[config.mk]
export PLATFORM = sky130hd
export DESIGN_NAME = rf_write_arbiter_flat
export DESIGN_NICKNAME = d
export VERILOG_FILES = /design/src/rtl/rf_write_arbiter_if.sv /design/src/rtl/rf_write_arbiter.sv /design/src/flat_wrapper.sv
export SDC_FILE = /design/constraint.sdc
export NUM_CORES = 1
export LEC_CHECK = 0
export ABC_AREA = 1
export CAP_MARGIN = 5
export CORE_MARGIN = 2
export CORE_UTILIZATION = 42
export DETAILED_ROUTE_END_ITERATION = 6
export PLACE_DENSITY = 0.75
export SLEW_MARGIN = 10
export SYNTH_ARGS = -nofsm -noshare
export SYNTH_HDL_FRONTEND = slang
export SYNTH_SLANG_ARGS = --single-unit
export TNS_END_PERCENT = 50
[constraint.sdc]
create_clock -name clk -period 6.4 [get_ports clk]
set_input_delay 0.64 -clock clk [delete_from_list [all_inputs] [get_ports clk]]
set_output_delay 0.64 -clock clk [all_outputs]
set_load 0.02 [all_outputs]
[src/rtl/rf_write_arbiter_if.sv]
`default_nettype none
// ============================================================================
// Module   : rf_write_arbiter_if
// Brief    : Bundle of the writeback, multdiv, IO and register-file write
//            signals shared between the write arbiter and its neighbours.
// Revision : 1.0  initial release
// ============================================================================
interface rf_write_arbiter_if #(
    parameter int DATA_W = 32,
    parameter int ADDR_W = 5
);
    // Pipeline writeback
    logic              wb_we;
    logic [ADDR_W-1:0] wb_addr;
    logic [DATA_W-1:0] wb_data;
    logic              wb_stall;
    // Multiply/divide completion
    logic              md_valid;
    logic              md_ready;
    logic [ADDR_W-1:0] md_addr;
    logic [DATA_W-1:0] md_data;
    // IO/sensor capture
    logic              io_valid;
    logic              io_ready;
    logic [ADDR_W-1:0] io_addr;
    logic [DATA_W-1:0] io_data;
    // Register file write port
    logic              rf_we;
    logic [ADDR_W-1:0] rf_addr;
    logic [DATA_W-1:0] rf_data;

    // Requesters and register file side
    modport master (
        output wb_we, wb_addr, wb_data,
        input  wb_stall,
        output md_valid, md_addr, md_data,
        input  md_ready,
        output io_valid, io_addr, io_data,
        input  io_ready,
        input  rf_we, rf_addr, rf_data
    );

    // Arbiter side
    modport slave (
        input  wb_we, wb_addr, wb_data,
        output wb_stall,
        input  md_valid, md_addr, md_data,
        output md_ready,
        input  io_valid, io_addr, io_data,
        output io_ready,
        output rf_we, rf_addr, rf_data
    );
endinterface
`default_nettype wire

[src/rtl/rf_write_arbiter.sv]
`default_nettype none
// ============================================================================
// Module   : rf_write_arbiter
// Brief    : Shares the single register-file write port between writeback,
//            multdiv and IO. md/io each own a one-entry buffer; an aged-out
//            buffer stalls writeback so it cannot be starved.
// Revision : 1.0  initial release
// ============================================================================
module rf_write_arbiter #(
    parameter int DATA_W       = 32,
    parameter int ADDR_W       = 5,
    parameter int STARVE_LIMIT = 4,
    parameter int AGE_W        = 3
) (
    input  logic                clk,
    input  logic                reset,
    rf_write_arbiter_if.slave   bus
);

    typedef enum logic [1:0] {
        GNT_NONE = 2'd0,
        GNT_WB   = 2'd1,
        GNT_MD   = 2'd2,
        GNT_IO   = 2'd3
    } grant_t;

    localparam logic [AGE_W-1:0]  AGE_MAX   = AGE_W'(STARVE_LIMIT);
    localparam logic [ADDR_W-1:0] ADDR_ZERO = '0;

    // Buffer state
    logic              md_buf_valid_q, md_buf_valid_d;
    logic [ADDR_W-1:0] md_addr_q;
    logic [DATA_W-1:0] md_data_q;
    logic [AGE_W-1:0]  md_age_q, md_age_d;
    logic              io_buf_valid_q, io_buf_valid_d;
    logic [ADDR_W-1:0] io_addr_q;
    logic [DATA_W-1:0] io_data_q;
    logic [AGE_W-1:0]  io_age_q, io_age_d;

    // Output stage
    logic              rf_we_q, rf_we_d;
    logic [ADDR_W-1:0] rf_addr_q, rf_addr_d;
    logic [DATA_W-1:0] rf_data_q, rf_data_d;

    grant_t grant;
    logic   md_starved, io_starved, starve;
    logic   md_load, io_load;

    assign md_starved = md_buf_valid_q && (md_age_q == AGE_MAX);
    assign io_starved = io_buf_valid_q && (io_age_q == AGE_MAX);
    assign starve     = md_starved || io_starved;

    // Ready only when empty, so a buffer drained this cycle cannot refill at the same edge.
    assign bus.md_ready = !md_buf_valid_q;
    assign bus.io_ready = !io_buf_valid_q;
    assign bus.wb_stall = starve;

    // Handshakes to address 0 complete but are dropped on the floor.
    assign md_load = bus.md_valid && !md_buf_valid_q && (bus.md_addr != ADDR_ZERO);
    assign io_load = bus.io_valid && !io_buf_valid_q && (bus.io_addr != ADDR_ZERO);

    // Fixed-priority grant: starved buffers, then writeback, then plain buffers.
    always_comb begin
        grant = GNT_NONE;
        if (md_starved) begin
            grant = GNT_MD;
        end else if (io_starved) begin
            grant = GNT_IO;
        end else if (bus.wb_we && (bus.wb_addr != ADDR_ZERO)) begin
            grant = GNT_WB;
        end else if (md_buf_valid_q) begin
            grant = GNT_MD;
        end else if (io_buf_valid_q) begin
            grant = GNT_IO;
        end
    end

    // Buffer occupancy and ageing; empty or just-granted buffers sit at age 0.
    always_comb begin
        md_buf_valid_d = md_buf_valid_q;
        io_buf_valid_d = io_buf_valid_q;
        md_age_d       = md_age_q;
        io_age_d       = io_age_q;

        if (grant == GNT_MD) md_buf_valid_d = 1'b0;
        if (md_load)         md_buf_valid_d = 1'b1;
        if (grant == GNT_IO) io_buf_valid_d = 1'b0;
        if (io_load)         io_buf_valid_d = 1'b1;

        if (!md_buf_valid_q || (grant == GNT_MD)) begin
            md_age_d = '0;
        end else if (md_age_q < AGE_MAX) begin
            md_age_d = md_age_q + AGE_W'(1);
        end

        if (!io_buf_valid_q || (grant == GNT_IO)) begin
            io_age_d = '0;
        end else if (io_age_q < AGE_MAX) begin
            io_age_d = io_age_q + AGE_W'(1);
        end
    end

    // Write port mux; address/data hold their last value when idle.
    always_comb begin
        rf_we_d   = 1'b0;
        rf_addr_d = rf_addr_q;
        rf_data_d = rf_data_q;
        unique case (grant)
            GNT_WB: begin
                rf_we_d   = 1'b1;
                rf_addr_d = bus.wb_addr;
                rf_data_d = bus.wb_data;
            end
            GNT_MD: begin
                rf_we_d   = 1'b1;
                rf_addr_d = md_addr_q;
                rf_data_d = md_data_q;
            end
            GNT_IO: begin
                rf_we_d   = 1'b1;
                rf_addr_d = io_addr_q;
                rf_data_d = io_data_q;
            end
            default: begin
                rf_we_d = 1'b0;
            end
        endcase
    end

    // Buffer and output registers; reset discards pending writes at once.
    always_ff @(posedge clk or posedge reset) begin
        if (reset) begin
            md_buf_valid_q <= 1'b0;
            md_addr_q      <= '0;
            md_data_q      <= '0;
            md_age_q       <= '0;
            io_buf_valid_q <= 1'b0;
            io_addr_q      <= '0;
            io_data_q      <= '0;
            io_age_q       <= '0;
            rf_we_q        <= 1'b0;
            rf_addr_q      <= '0;
            rf_data_q      <= '0;
        end else begin
            md_buf_valid_q <= md_buf_valid_d;
            md_age_q       <= md_age_d;
            io_buf_valid_q <= io_buf_valid_d;
            io_age_q       <= io_age_d;
            if (md_load) begin
                md_addr_q <= bus.md_addr;
                md_data_q <= bus.md_data;
            end
            if (io_load) begin
                io_addr_q <= bus.io_addr;
                io_data_q <= bus.io_data;
            end
            rf_we_q   <= rf_we_d;
            rf_addr_q <= rf_addr_d;
            rf_data_q <= rf_data_d;
        end
    end

    assign bus.rf_we   = rf_we_q;
    assign bus.rf_addr = rf_addr_q;
    assign bus.rf_data = rf_data_q;

endmodule
`default_nettype wire

[src/flat_wrapper.sv]
// flat-port wrapper written by rule: the top's interface ports become plain ports
module rf_write_arbiter_flat 
#(
    parameter int DATA_W       = 32,
    parameter int ADDR_W       = 5,
    parameter int STARVE_LIMIT = 4,
    parameter int AGE_W        = 3
)
  (clk, reset, bus_wb_we, bus_wb_addr, bus_wb_data, bus_wb_stall, bus_md_valid, bus_md_addr, bus_md_data, bus_md_ready, bus_io_valid, bus_io_addr, bus_io_data, bus_io_ready, bus_rf_we, bus_rf_addr, bus_rf_data);
  rf_write_arbiter_if #(.DATA_W(DATA_W), .ADDR_W(ADDR_W)) bus_i ();
  input  logic clk;
  input  logic reset;
  input wire logic [$bits(bus_i.wb_we)-1:0] bus_wb_we;
  input wire logic [$bits(bus_i.wb_addr)-1:0] bus_wb_addr;
  input wire logic [$bits(bus_i.wb_data)-1:0] bus_wb_data;
  output wire logic [$bits(bus_i.wb_stall)-1:0] bus_wb_stall;
  input wire logic [$bits(bus_i.md_valid)-1:0] bus_md_valid;
  input wire logic [$bits(bus_i.md_addr)-1:0] bus_md_addr;
  input wire logic [$bits(bus_i.md_data)-1:0] bus_md_data;
  output wire logic [$bits(bus_i.md_ready)-1:0] bus_md_ready;
  input wire logic [$bits(bus_i.io_valid)-1:0] bus_io_valid;
  input wire logic [$bits(bus_i.io_addr)-1:0] bus_io_addr;
  input wire logic [$bits(bus_i.io_data)-1:0] bus_io_data;
  output wire logic [$bits(bus_i.io_ready)-1:0] bus_io_ready;
  output wire logic [$bits(bus_i.rf_we)-1:0] bus_rf_we;
  output wire logic [$bits(bus_i.rf_addr)-1:0] bus_rf_addr;
  output wire logic [$bits(bus_i.rf_data)-1:0] bus_rf_data;
  assign bus_i.wb_we = bus_wb_we;
  assign bus_i.wb_addr = bus_wb_addr;
  assign bus_i.wb_data = bus_wb_data;
  assign bus_wb_stall = bus_i.wb_stall;
  assign bus_i.md_valid = bus_md_valid;
  assign bus_i.md_addr = bus_md_addr;
  assign bus_i.md_data = bus_md_data;
  assign bus_md_ready = bus_i.md_ready;
  assign bus_i.io_valid = bus_io_valid;
  assign bus_i.io_addr = bus_io_addr;
  assign bus_i.io_data = bus_io_data;
  assign bus_io_ready = bus_i.io_ready;
  assign bus_rf_we = bus_i.rf_we;
  assign bus_rf_addr = bus_i.rf_addr;
  assign bus_rf_data = bus_i.rf_data;
  rf_write_arbiter #(.DATA_W(DATA_W), .ADDR_W(ADDR_W), .STARVE_LIMIT(STARVE_LIMIT), .AGE_W(AGE_W)) u_core (.clk(clk), .reset(reset), .bus(bus_i));
endmodule
==> metrics.csv <==
stage,metric,value,unit
status,outcome,finished clean,
detailed_routing,final WL,15500,um
worst_setup_path,startpoint types,register,
die,Chip Height,124,um
synthesis,Synth area leaders,"dfrtp_1 49%, nand3_1 13%, nand2_1 10%, inv_1 8.2%, o21ai_0 6.1%",
detailed_routing,first-pass iteration count of the detailed router,7,
power,Max VDD drop,0.338,mV
cells_and_area,post-layout util,58.1,%
timing,headroom to the max-slew limit,22.8,%
clocking,Max clock buf depth,2,
timing,worst slew pin tran,1.16,ns
cells_and_area,layout cells sized above 1,7.58,%
die,initial core utilization,43.4,%
clocking,CTS HTree Levels,4,
global_routing,pin count of the biggest net entering global routing,77,
worst_setup_path,Crit Path Category,register to register,
clocking,hold_buf cts,0,
synthesis,synthesized area,6080,um2
job,number of max-cap violations,0,
global_routing,first-pass GRT wire length,26200,um
die,area of the core,14000,um2
place,port bufs,156,
worst_hold_path,cell depth of the worst hold path,2,
timing,Final Slew Violations,0,
worst_hold_path,hold worst-path end,u_core.md_data_q[18],
place,HPWL after detailed placement,9600,um
global_routing,number of global-route vias before repair,5232,
die,DIE AREA,15400,um2
detailed_routing,via count,5334,
timing,period utilization,43.4,%
worst_setup_path,reg2reg start,u_core.md_age_q[0],
synthesis,ys async rst share,100,%
clocking,CTS root buffer,clkbuf_16,
worst_setup_path,r2r setup slk,3.62,ns
clocking,Clock Latency Late Sink,0.41,ns
synthesis,"EDFF count, synth",0,
clocking,CTS tree,built,
clocking,cts bufs inserted,17,
global_routing,Overflow after GRT,0,
clocking,postcts setup bufs,0,
detailed_routing,# DRC,0,
cells_and_area,Layout area overhead,33.8,%
timing,number of setup violations in the final report,0,
synthesis,main flop type after synthesis,dfrtp_1,
detailed_routing,Vias/cell,4.84,
worst_setup_path,CP Capture Type,register,
place,Post-Place Cells,1077,
synthesis,synth cell count leaders,"169 x nand2_1, 152 x nand3_1, 132 x inv_1",
timing,setup_tns,0,ns
synthesis,Yosys Warn Count,0,
timing,Final Worst Setup Slack,3.62,ns
timing,Clock Skew,0.00617,ns
detailed_routing,DRT iter0 DRCs,410,
cells_and_area,Layout Cells excl Fill,1103,
timing,worst hold margin,0.481,ns
die,IO Pins,157,
synthesis,syn_nets,903,
clocking,Sinks on Clock Net,120,
worst_hold_path,HP Start,u_core.md_data_q[18],
die,Core Rows,43,
synthesis,top cell type's share of synthesized area,49.4,%
synthesis,Synth Instances,783,
place,"worst slack, placed",3.60,ns
synthesis,top-count cell post-synth,nand2_1,
synthesis,post-synth top area cell,dfrtp_1,
timing,post-layout min period,2.78,ns
global_routing,initial antenna violation count,0,
detailed_routing,antenna-violating nets left,0,
timing,final hold vios,0,
timing,RSZ-0062 raised after global routing,no,
synthesis,Synth cell types,23,
worst_setup_path,CP max FO,76,
worst_setup_path,reg2reg end,u_core.bus.rf_data[25],
synthesis,Yosys reg bits,120,
power,PwrDens,442,nW/um2
global_routing,gr usage total,20.9,%
cells_and_area,Final nets,1036,
worst_setup_path,CP arrival,3.09,ns
synthesis,"Seq/Total Area, Yosys",49.4,%
power,total power,3.60,mW
place,Placed Area,7640,um2
die,Die Width,124,um
cells_and_area,diode count,0,
synthesis,"Avg Cell Area, Syn",7.76,um2
power,Pleak,4.17,nW
worst_setup_path,CP required,6.71,ns
timing,fmax,360,MHz
worst_setup_path,reg2reg path depth,12,
place,routability cong.,0.792,
detailed_routing,WL/cell,14.0,um
cells_and_area,"Design Area, Final",8130,um2
worst_hold_path,min-delay worst type,register to register,
clocking,cts repair resizes,0,
clocking,clock slew at reported path FFs,0.05,ns
-- kinds of logic after synthesis --
kind of cell,Yosys count,share of synthesized area (%)
flops,120,49.4
compound gates,81,7.10
simple gates,369,27.7
buf+inv,209,14.9
fa+ha+maj,4,0.824
-- power breakdown --
part / total [mW] / leakage (nW) / switching [mW] / internal, mW
clock: 0.814 / 0.255 / 0.309 / 0.505
sequential: 1.32 / 1.47 / 0.198 / 1.12
combinational: 1.46 / 2.44 / 0.865 / 0.595
total: 3.60 / 4.17 / 1.37 / 2.22
-- sequential cells by signal, indices dropped and copies added, names as in the netlist --
register               cells
u_core.bus.rf_addr         5
u_core.io_buf_valid_q      1
u_core.io_age_q            3
u_core.bus.rf_we           1
u_core.md_age_q            3
u_core.bus.rf_data        32
u_core.md_data_q          32
u_core.md_addr_q           5
u_core.io_addr_q           5
u_core.md_buf_valid_q      1
u_core.io_data_q          32
-- area by class of cell --
cell class / instances / area [um2]
Clock inverter: 6 / 30.0
Timing Repair Buffer: 162 / 1610
Sequential cell: 120 / 3000
Tap cell: 180 / 225
Fill cell: 1309 / 5860
Multi-Input combinational cell: 454 / 2190
Clock buffer: 20 / 467
Inverter: 161 / 607
-- critical path: stages (launching register included) --
cell and delay [ns]:
dfrtp_1 0.36, inv_1 0.06, ha_1 0.19, nand2_1 0.09
nor2_2 0.06, inv_2 0.06, nand2_2 0.05, inv_2 0.60
nand2_4 0.64, nand3_1 0.30, nand3_1 0.12, nand2_1 0.07
inv_1 0.03
-- per-layer routing --
layer / track usage (%) / part of all wire [%] / vias up / routed length [um]
met4: 5.49 / 0.57 / 0 / 88
li1: - / - / 2663 / -
met3: 6.49 / 6.7 / 9 / 1040
met5: 0 / 0 / - / 0
met1: 27.7 / 44 / 2483 / 6850
met2: 33.7 / 48 / 179 / 7500
-- how the worst max path moves through the flow --
stage / depth (start not counted) / to / from / slack (ns)
after floorplan: 1 / u_core.bus.rf_addr[0] / reset / 2.57
after global placement: 9 / u_core.bus.rf_addr[3] / bus_wb_addr[2] / 3.66
after detailed placement: 8 / u_core.io_buf_valid_q / bus_wb_addr[0] / 3.60
after CTS: 12 / u_core.bus.rf_data[25] / u_core.md_age_q[0] / 3.60
after global routing: 12 / u_core.bus.rf_data[1] / u_core.md_age_q[0] / 3.35
final: 12 / u_core.bus.rf_data[25] / u_core.md_age_q[0] / 3.62
-- layout by cell type (no fill, tap or decap), types with 2 or more instances in the layout --
cell type        Yosys  routed
dfrtp_1            120     120
ha_1                 4       4
nand3_1            152     152
clkbuf_16            0      17
clkdlybuf4s50_1      0     156
o21ai_0             74      74
o311ai_4             0       2
nand2_2              2       2
clkbuf_8             0       3
nand2_1            169     169
a21oi_1              4       4
or2_1               12      12
inv_1              132     131
or2_2               25      25
inv_2                5       5
clkinv_1            24      24
clkinv_2             0       6
nor2_1               6       6
buf_4                7       6
No activity file was read; power rests on OpenSTA's default activity.
